[src/rtl/dpram_pkg.sv]
// rtl/dpram_pkg.sv - shared state type and policy constants for dual_port_ram_param
package dpram_pkg;

  typedef enum logic {
    CLEAR = 1'b0,
    READY = 1'b1
  } dpram_state_e;

  localparam int RD_FIRST = 0;
  localparam int WR_FIRST = 1;
  localparam int PRIO_A   = 0;
  localparam int PRIO_B   = 1;

endpackage

[src/rtl/dpram_port_rd.sv]
// rtl/dpram_port_rd.sv - per-port read register, valid pulse and read-during-write bypass
module dpram_port_rd
  import dpram_pkg::*;
#(
  parameter int DATA_W  = 8,
  parameter int RD_MODE = RD_FIRST
) (
  input  logic              i_clk,
  input  logic              i_rst,
  input  logic              i_rd,
  input  logic              i_in_range,
  input  logic [DATA_W-1:0] i_mem_data,
  input  logic              i_byp_hit,
  input  logic [DATA_W-1:0] i_byp_data,
  output logic [DATA_W-1:0] o_data,
  output logic              o_valid
);

  logic [DATA_W-1:0] w_word;
  logic [DATA_W-1:0] r_data;
  logic              r_valid;

  // Out-of-range reads still complete, but return zero instead of a stored word.
  always_comb begin
    w_word = i_mem_data;
    if (!i_in_range) begin
      w_word = '0;
    end else if ((RD_MODE == WR_FIRST) && i_byp_hit) begin
      w_word = i_byp_data;
    end
  end

  always_ff @(posedge i_clk) begin
    if (i_rst) begin
      r_data  <= '0;
      r_valid <= 1'b0;
    end else begin
      r_valid <= i_rd;
      if (i_rd) begin
        r_data <= w_word;
      end
    end
  end

  assign o_data  = r_data;
  assign o_valid = r_valid;

endmodule

[src/rtl/dual_port_ram_param.sv]
// rtl/dual_port_ram_param.sv - parametrised true dual-port RAM with clear-after-reset,
// write-write arbitration and selectable read-during-write policy
module dual_port_ram_param
  import dpram_pkg::*;
#(
  parameter int              DATA_W   = 8,
  parameter int              DEPTH    = 8,
  parameter int              ADDR_W   = $clog2(DEPTH),
  parameter int              RD_MODE  = RD_FIRST,
  parameter int              WR_PRIO  = PRIO_A,
  parameter logic [DATA_W-1:0] INIT_VAL = '0
) (
  input  logic              clk_i,
  input  logic              rst_i,
  input  logic              en_a_i,
  input  logic              we_a_i,
  input  logic [ADDR_W-1:0] addr_a_i,
  input  logic [DATA_W-1:0] data_a_i,
  output logic [DATA_W-1:0] data_a_o,
  output logic              valid_a_o,
  input  logic              en_b_i,
  input  logic              we_b_i,
  input  logic [ADDR_W-1:0] addr_b_i,
  input  logic [DATA_W-1:0] data_b_i,
  output logic [DATA_W-1:0] data_b_o,
  output logic              valid_b_o,
  output logic              busy_o,
  output logic              collision_o
);

  localparam logic [ADDR_W-1:0] LP_LAST  = ADDR_W'(DEPTH - 1);
  localparam logic [ADDR_W:0]   LP_DEPTH = (ADDR_W + 1)'(DEPTH);

  dpram_state_e      r_state;
  dpram_state_e      w_state_nxt;
  logic [ADDR_W-1:0] r_cnt;
  logic [DATA_W-1:0] r_mem [DEPTH];
  logic              r_coll;

  logic              w_ready;
  logic              w_in_a, w_in_b;
  logic              w_req_a, w_req_b;
  logic              w_ww_same;
  logic              w_wr_a, w_wr_b;
  logic              w_rd_a, w_rd_b;
  logic [DATA_W-1:0] w_mem_a, w_mem_b;

  assign w_ready = (r_state == READY);
  assign w_in_a  = ({1'b0, addr_a_i} < LP_DEPTH);
  assign w_in_b  = ({1'b0, addr_b_i} < LP_DEPTH);

  assign w_req_a   = w_ready & en_a_i & we_a_i & w_in_a;
  assign w_req_b   = w_ready & en_b_i & we_b_i & w_in_b;
  assign w_ww_same = w_req_a & w_req_b & (addr_a_i == addr_b_i);

  // On a same-address write pair only the priority port reaches the array.
  assign w_wr_a = w_req_a & ~(w_ww_same & (WR_PRIO == PRIO_B));
  assign w_wr_b = w_req_b & ~(w_ww_same & (WR_PRIO == PRIO_A));

  assign w_rd_a = w_ready & en_a_i & ~we_a_i;
  assign w_rd_b = w_ready & en_b_i & ~we_b_i;

  always_comb begin
    w_mem_a = '0;
    w_mem_b = '0;
    if (w_in_a) begin
      w_mem_a = r_mem[addr_a_i];
    end
    if (w_in_b) begin
      w_mem_b = r_mem[addr_b_i];
    end
  end

  always_comb begin
    w_state_nxt = r_state;
    if ((r_state == CLEAR) && (r_cnt == LP_LAST)) begin
      w_state_nxt = READY;
    end
  end

  always_ff @(posedge clk_i) begin
    if (rst_i) begin
      r_state <= CLEAR;
      r_cnt   <= '0;
      r_coll  <= 1'b0;
    end else begin
      r_state <= w_state_nxt;
      r_coll  <= w_ww_same;
      if (r_state == CLEAR) begin
        r_cnt <= r_cnt + 1'b1;
      end
    end
  end

  always_ff @(posedge clk_i) begin
    if (!rst_i) begin
      if (r_state == CLEAR) begin
        r_mem[r_cnt] <= INIT_VAL;
      end else begin
        if (w_wr_a) begin
          r_mem[addr_a_i] <= data_a_i;
        end
        if (w_wr_b) begin
          r_mem[addr_b_i] <= data_b_i;
        end
      end
    end
  end

  dpram_port_rd #(
    .DATA_W  (DATA_W),
    .RD_MODE (RD_MODE)
  ) u_rd_a (
    .i_clk      (clk_i),
    .i_rst      (rst_i),
    .i_rd       (w_rd_a),
    .i_in_range (w_in_a),
    .i_mem_data (w_mem_a),
    .i_byp_hit  (w_wr_b & (addr_b_i == addr_a_i)),
    .i_byp_data (data_b_i),
    .o_data     (data_a_o),
    .o_valid    (valid_a_o)
  );

  dpram_port_rd #(
    .DATA_W  (DATA_W),
    .RD_MODE (RD_MODE)
  ) u_rd_b (
    .i_clk      (clk_i),
    .i_rst      (rst_i),
    .i_rd       (w_rd_b),
    .i_in_range (w_in_b),
    .i_mem_data (w_mem_b),
    .i_byp_hit  (w_wr_a & (addr_a_i == addr_b_i)),
    .i_byp_data (data_a_i),
    .o_data     (data_b_o),
    .o_valid    (valid_b_o)
  );

  assign busy_o      = (r_state == CLEAR);
  assign collision_o = r_coll;

endmodule
[config.mk]
export PLATFORM = sky130hd
export DESIGN_NAME = dual_port_ram_param
export DESIGN_NICKNAME = d
export VERILOG_FILES = /design/src/rtl/dpram_pkg.sv /design/src/rtl/dpram_port_rd.sv /design/src/rtl/dual_port_ram_param.sv
export SDC_FILE = /design/constraint.sdc
export NUM_CORES = 1
export LEC_CHECK = 0
export BUFFER_PORTS_ARGS = -buffer_cell sky130_fd_sc_hd__clkbuf_2
export CAP_MARGIN = 5
export CORE_UTILIZATION = 50
export CTS_CLUSTER_DIAMETER = 60
export DETAILED_ROUTE_END_ITERATION = 16
export GPL_ROUTABILITY_DRIVEN = 0
export PLACE_DENSITY = 0.73
export SYNTH_ARGS = -nofsm -noshare
export SYNTH_HDL_FRONTEND = slang
export SYNTH_SLANG_ARGS = --single-unit
[constraint.sdc]
create_clock -name clk_i -period 3.3 [get_ports clk_i]
set_clock_uncertainty 0.1 [all_clocks]
set_input_delay 0.66 -clock clk_i [delete_from_list [all_inputs] [get_ports clk_i]]
set_output_delay 0.66 -clock clk_i [all_outputs]
set_load 0.02 [all_outputs]
==> results of run 1 <==
## worst max path at each step
stage	start	end	slack (ns)	depth (start not counted)
floorplan	rst_i	r_mem[3][0]	0.50	7
global placement	rst_i	r_mem[4][5]	0.28	4
detailed placement	addr_b_i[0]	r_mem[4][2]	0.28	5
CTS	r_state	r_mem[4][5]	0.45	3
global route	r_state	r_mem[4][5]	0.26	3
finish	r_state	r_mem[4][5]	0.39	3
## routing by layer
| layer | up-vias | GRT usage | part of all wire | routed length (µm) |
|---|---|---|---|---|
| met5 | - | 0 | 0 | 0 |
| met2 | 232 | 0.437 | 0.45 | 6300 |
| li1 | 1654 | - | - | - |
| met4 | 0 | 0.144 | 0.043 | 599 |
| met3 | 49 | 0.0721 | 0.11 | 1530 |
| met1 | 1830 | 0.391 | 0.40 | 5550 |
## Yosys cell counts, types with 3 or more instances
cell type / number / area [µm²]
nor2_1: 24 / 90.1
or2_2: 4 / 25.0
edfxtp_1: 64 / 1920
a211o_1: 3 / 26.3
nor3_1: 4 / 20.0
and2_1: 9 / 56.3
clkbuf_1: 19 / 71.3
buf_1: 3 / 11.3
mux2_2: 38 / 428
and3_1: 9 / 56.3
and4_1: 5 / 43.8
nand3b_1: 6 / 45.0
o21bai_1: 4 / 30.0
a221o_1: 8 / 80.1
a22oi_1: 5 / 37.5
nor2b_1: 5 / 31.3
a221oi_1: 5 / 43.8
o211ai_1: 3 / 22.5
a211oi_1: 4 / 30.0
a311oi_1: 4 / 35.0
a21oi_1: 7 / 35.0
nand2_1: 17 / 63.8
nand2b_1: 9 / 56.3
mux2_4: 8 / 120
o22ai_1: 25 / 156
buf_2: 7 / 35.0
mux4_2: 16 / 360
dfxtp_1: 23 / 460
a31oi_1: 4 / 25.0
inv_1: 5 / 18.8
mux2i_1: 17 / 170
o21ai_0: 6 / 30.0
buf_6: 3 / 33.8
nand3_1: 7 / 35.0
## worst max-delay path, stage by stage (launching register included)
cell,delay (ns)
dfxtp_1,0.57
and4b_1,0.60
a31oi_1,0.22
o21bai_1,1.02
## where the power goes
group	total, mW	internal [mW]	switching [mW]	leakage, nW
combinational	0.204	0.0840	0.120	1.21
clock	0.819	0.401	0.417	0.106
sequential	1.20	1.18	0.0156	0.850
total	2.22	1.67	0.553	2.16
## cell type report
| cell class | instances | area (µm²) |
|---|---|---|
| Multi-Input combinational cell | 272 | 2310 |
| Fill cell | 766 | 3850 |
| Tap cell | 129 | 161 |
| Clock buffer | 11 | 153 |
| Inverter | 5 | 18.8 |
| Timing Repair Buffer | 68 | 393 |
| Sequential cell | 87 | 2380 |
| Clock inverter | 5 | 61.3 |
## state kept, by name, indices dropped and copies added, names as in the netlist
register        cells
collision_o         1
r_mem              64
r_state             1
u_rd_b.o_data       8
u_rd_b.o_valid      1
u_rd_a.o_data       8
u_rd_a.o_valid      1
r_cnt               3
## logic make-up (layout without fill, tap and decap cells)
| logic type | Yosys count | after routing | share of synthesized area |
|---|---|---|---|
| DFF | 87 | 87 | 0.490 |
| buffers and inverters | 37 | 89 | 0.0350 |
| and+or+nand+nor | 108 | 108 | 0.126 |
| adders and majority gates | 2 | 2 | 0.00514 |
| muxes | 79 | 79 | 0.222 |
| xor gates and xnor gates | 3 | 3 | 0.00540 |
| AOI/OAI and AO/OA | 80 | 80 | 0.117 |
## metrics by stage
step	instance area [µm²]	setup WS (ns)	hold WS (ns)	cells	total power, mW
2_1_floorplan	4860	0.495	0.377	396	1.34
3_3_place_gp	5270	0.275	0.356	561	1.42
3_5_place_dp	5270	0.280	0.358	561	1.42
4_1_cts	5480	0.452	0.381	577	2.21
5_1_grt	5480	0.256	0.390	577	2.28
6_report	5480	0.387	0.377	577	2.22
==> impl_metrics.json, run 1 <==
{
  "status": "complete, no violations",
  "layout.nets": 473,
  "dp_hpwl_um": 9850,
  "crit_path_end_kind": "flip-flop",
  "synth-seq-cells": 87,
  "final_util": 0.588,
  "fmax_mhz": 343,
  "cp.required_ns": 3.18,
  "worstHoldEndpoint": "u_rd_a.o_data[7]",
  "coreArea_um2": 9330,
  "clock_path_buffers": 2,
  "final_layout_size_suffix_gt1_frac": 0.346,
  "yosysSeqAreaShare": 0.490,
  "antenna_found_initial": 0,
  "r2r_start": "r_state",
  "yosysWarningCount": 0,
  "grt_pass1_wl_um": 21100,
  "setup_viol": 0,
  "reg2reg_to": "r_mem[4][5]",
  "slew-limit-headroom": 0.146,
  "worst-setup-path-type": "flip-flop to flip-flop",
  "rsz0062_at_grt": "no",
  "cts_resized": 0,
  "numCtsBuffers": 9,
  "diodes": 0,
  "powerDensity_nw_per_um2": 405,
  "syn_to_final_growth_pct": 12.7,
  "worst_slew_pin_slew_ns": 1.28,
  "ctsRootBufferMaster": "clkbuf_8",
  "grt_max_degree": 24,
  "first_pass_iters": 6,
  "clk_latency_ns": 0.37,
  "min_from": "u_rd_a.o_data[7]",
  "io_buffer_count": 47,
  "leakage_nw": 2.16,
  "grt_pass1_vias": 3576,
  "startpoint_type": "flip-flop",
  "die_w_um": 101,
  "synth_edf_count": 64,
  "drc": 0,
  "hold_class": "flip-flop to flip-flop",
  "vias_per_cell": 6.53,
  "routed-via-count": 3765,
  "reg2regPathDepth": 3,
  "grt.overflow.total": 0,
  "min_period_ns": 2.91,
  "final_cell_mix": "64 x edfxtp_1, 47 x clkbuf_2, 38 x mux2_2, 25 x o22ai_1, 24 x nor2_1",
  "async_flop_share": 0,
  "maxCapViolations": 0,
  "slew_viol_final": 0,
  "initial_utilization": 0.522,
  "timing.final.crit_share": 0.883,
  "ys_types": 46,
  "io_pins": 48,
  "synth_area_um2": 4860,
  "std_cell_rows": 35,
  "grt.total_usage": 0.290,
  "synthCells": 396,
  "postRouteAntennaNets": 0,
  "die-height_um": 101,
  "synth_nets": 426,
  "synthFlopType": "edfxtp_1",
  "post_drt_wl_per_cell_um": 24.2,
  "wirelength_um": 14000,
  "final_common_cell": "edfxtp_1",
  "numClockSinks": 87,
  "cp.arrival_ns": 2.79,
  "post-cts-setup-buffers": 0,
  "fin_tns_setup_ns": 0,
  "drt_iter0_markers": 404,
  "hold_violations": 0,
  "tritoncts": "built",
  "die-area_um2": 10100,
  "holdPathStages": 1,
  "synth.avg_cell_area_um2": 12.3,
  "cts.htree.levels": 3,
  "r2r_setup_slack_ns": 0.39,
  "cts_hold_buf": 0,
  "clkTransAtPathRegs_ns": 0.10,
  "vdd_drop_max_mv": 0.202,
  "critPathMaxFanout": 12
}
No activity file was read; power rests on OpenSTA's default activity.
==> inputs of run 2 (changes only) <==
--- a/config.mk
+++ b/config.mk
@@ -11,7 +11,7 @@
 export CTS_CLUSTER_DIAMETER = 60
 export DETAILED_ROUTE_END_ITERATION = 16
 export GPL_ROUTABILITY_DRIVEN = 0
-export PLACE_DENSITY = 0.73
+export PLACE_DENSITY = 0.69
 export SYNTH_ARGS = -nofsm -noshare
 export SYNTH_HDL_FRONTEND = slang
 export SYNTH_SLANG_ARGS = --single-unit
==> run 2 against run 1 <==
Net effect:
- cell count shrank 0.17%
- global-route usage shrank 1.6 points
- combinational power decreased by 3%
- clock power is 12% lower
- flip-flop and latch count unchanged
- fmax is 0.30% lower
- wire length down 6.2%
- sequential power about the same
- sequential share of layout area rose by 0.32 points
- first-iteration DRC count down 41%
- critical endpoint is now r_mem[4][1]
==> impl_metrics.json, run 2 (synthesis results as in run 1) <==
{
  "pwr-share-clk": 0.339,
  "hold_class": "flip-flop to flip-flop",
  "grt_pass1_vias": 3456,
  "dp_hpwl_um": 9500,
  "numCtsBuffers": 9,
  "regMostFlops": "r_mem",
  "hold_violations": 0,
  "crit_path_end_kind": "flip-flop",
  "slew-limit-headroom": 0.0837,
  "total_power_mw": 2.11,
  "slew_viol_final": 0,
  "routed-via-count": 3610,
  "use_met1": 0.341,
  "tritoncts": "built",
  "final_common_cell": "edfxtp_1",
  "vdd_drop_max_mv": 0.181,
  "io_buffer_count": 47,
  "die-height_um": 101,
  "worst-setup-path-type": "flip-flop to flip-flop",
  "grt.total_usage": 0.274,
  "std_cell_rows": 35,
  "final_util": 0.583,
  "fin_tns_setup_ns": 0,
  "grt_max_degree": 24,
  "power.switching_mw": 0.561,
  "numClockSinks": 87,
  "busiest_layer": "met2",
  "setup_viol": 0,
  "seqPwrFrac": 0.567,
  "cp.arrival_ns": 2.80,
  "fmax_mhz": 342,
  "largest_reg_flops": 64,
  "postRouteAntennaNets": 0,
  "clkTransAtPathRegs_ns": 0.10,
  "fillers": 783,
  "io_pins": 48,
  "p_int_mw": 1.55,
  "coreArea_um2": 9330,
  "post-cts-setup-buffers": 0,
  "grt_pass1_wl_um": 19800,
  "layout.nets": 472,
  "post_drt_wl_per_cell_um": 22.8,
  "multi_input_area_um2": 2310,
  "antenna_found_initial": 0,
  "cts.htree.levels": 3,
  "met3_usage": 0.0541,
  "clock_path_buffers": 2,
  "powerDensity_nw_per_um2": 388,
  "grt.overflow.total": 0,
  "min_period_ns": 2.92,
  "p_sw_frac": 0.266,
  "leakage_nw": 2.14,
  "p_comb_frac": 0.094,
  "maxCapViolations": 0,
  "diodes": 0,
  "cts_resized": 0,
  "die-area_um2": 10100,
  "critPathMaxFanout": 12,
  "drc": 0,
  "met2_usage": 0.463,
  "timing.final.crit_share": 0.885,
  "drt_iter0_markers": 240,
  "vias_per_cell": 6.27,
  "ctsRootBufferMaster": "clkbuf_8",
  "cp.required_ns": 3.18,
  "wirelength_um": 13100,
  "initial_utilization": 0.522,
  "startpoint_type": "flip-flop",
  "die_w_um": 101,
  "seq_area_um2": 2380,
  "rsz0062_at_grt": "no",
  "status": "complete, no violations",
  "first_pass_iters": 5,
  "final_layout_size_suffix_gt1_frac": 0.345,
  "worst_slew_pin_slew_ns": 1.37,
  "clk_latency_ns": 0.38,
  "final_cell_mix": "64 x edfxtp_1, 47 x clkbuf_2, 38 x mux2_2, 25 x o22ai_1, 24 x nor2_1",
  "cts_hold_buf": 0,
  "syn_to_final_growth_pct": 11.9
}
==> run 2: critical path, stage by stage (launching register included) <==
cell	delay, ns
dfxtp_1	0.57
and4b_1	0.55
a31oi_1	0.21
o21bai_1	1.09
==> run 2: stage by stage <==
| step | setup WS, ns | area [µm²] | hold slack [ns] | cells |
|---|---|---|---|---|
| after floorplan | 0.495 | 4860 | 0.377 | 396 |
| after global placement | 0.256 | 5260 | 0.358 | 560 |
| after detailed placement | 0.256 | 5260 | 0.358 | 560 |
| after CTS | 0.432 | 5440 | 0.383 | 576 |
| after global routing | 0.363 | 5440 | 0.395 | 576 |
| final | 0.378 | 5440 | 0.378 | 576 |
==> run 2: layout make-up <==
| cell class | instances | area share |
|---|---|---|
| Clock inverter | 6 | 0.00989 |
| Sequential cell | 87 | 0.438 |
| Clock buffer | 10 | 0.0235 |
| Multi-Input combinational cell | 272 | 0.425 |
| Inverter | 5 | 0.00345 |
| Tap cell | 129 | 0.0297 |
| Timing Repair Buffer | 67 | 0.0708 |
==> run 2: power groups by stage <==
| stage | registers [mW] | logic [mW] | clock network [mW] |
|---|---|---|---|
| floorplan | 1.22 | 0.122 | 0 |
| global placement | 1.22 | 0.192 | 0 |
| detailed placement | 1.22 | 0.195 | 0 |
| CTS | 1.20 | 0.196 | 0.721 |
| global route | 1.20 | 0.212 | 0.761 |
| finish | 1.20 | 0.198 | 0.717 |
==> run 2: layer usage <==
metal | wire length, µm | vias up
li1 | - | 1656
met1 | 5090 | 1726
met2 | 6400 | 204
met4 | 368 | 0
met5 | 0 | -
met3 | 1250 | 24
==> run 2: worst paths after layout <==
path	from	slack, ns	to	depth (start not counted)
worst min register to register	u_rd_a.o_data[7]	0.38	u_rd_a.o_data[7]	1
worst max-delay path	r_state	0.38	r_mem[4][1]	3
worst max register to register	r_state	0.38	r_mem[4][1]	3
worst min-delay path	u_rd_a.o_data[7]	0.38	u_rd_a.o_data[7]	1
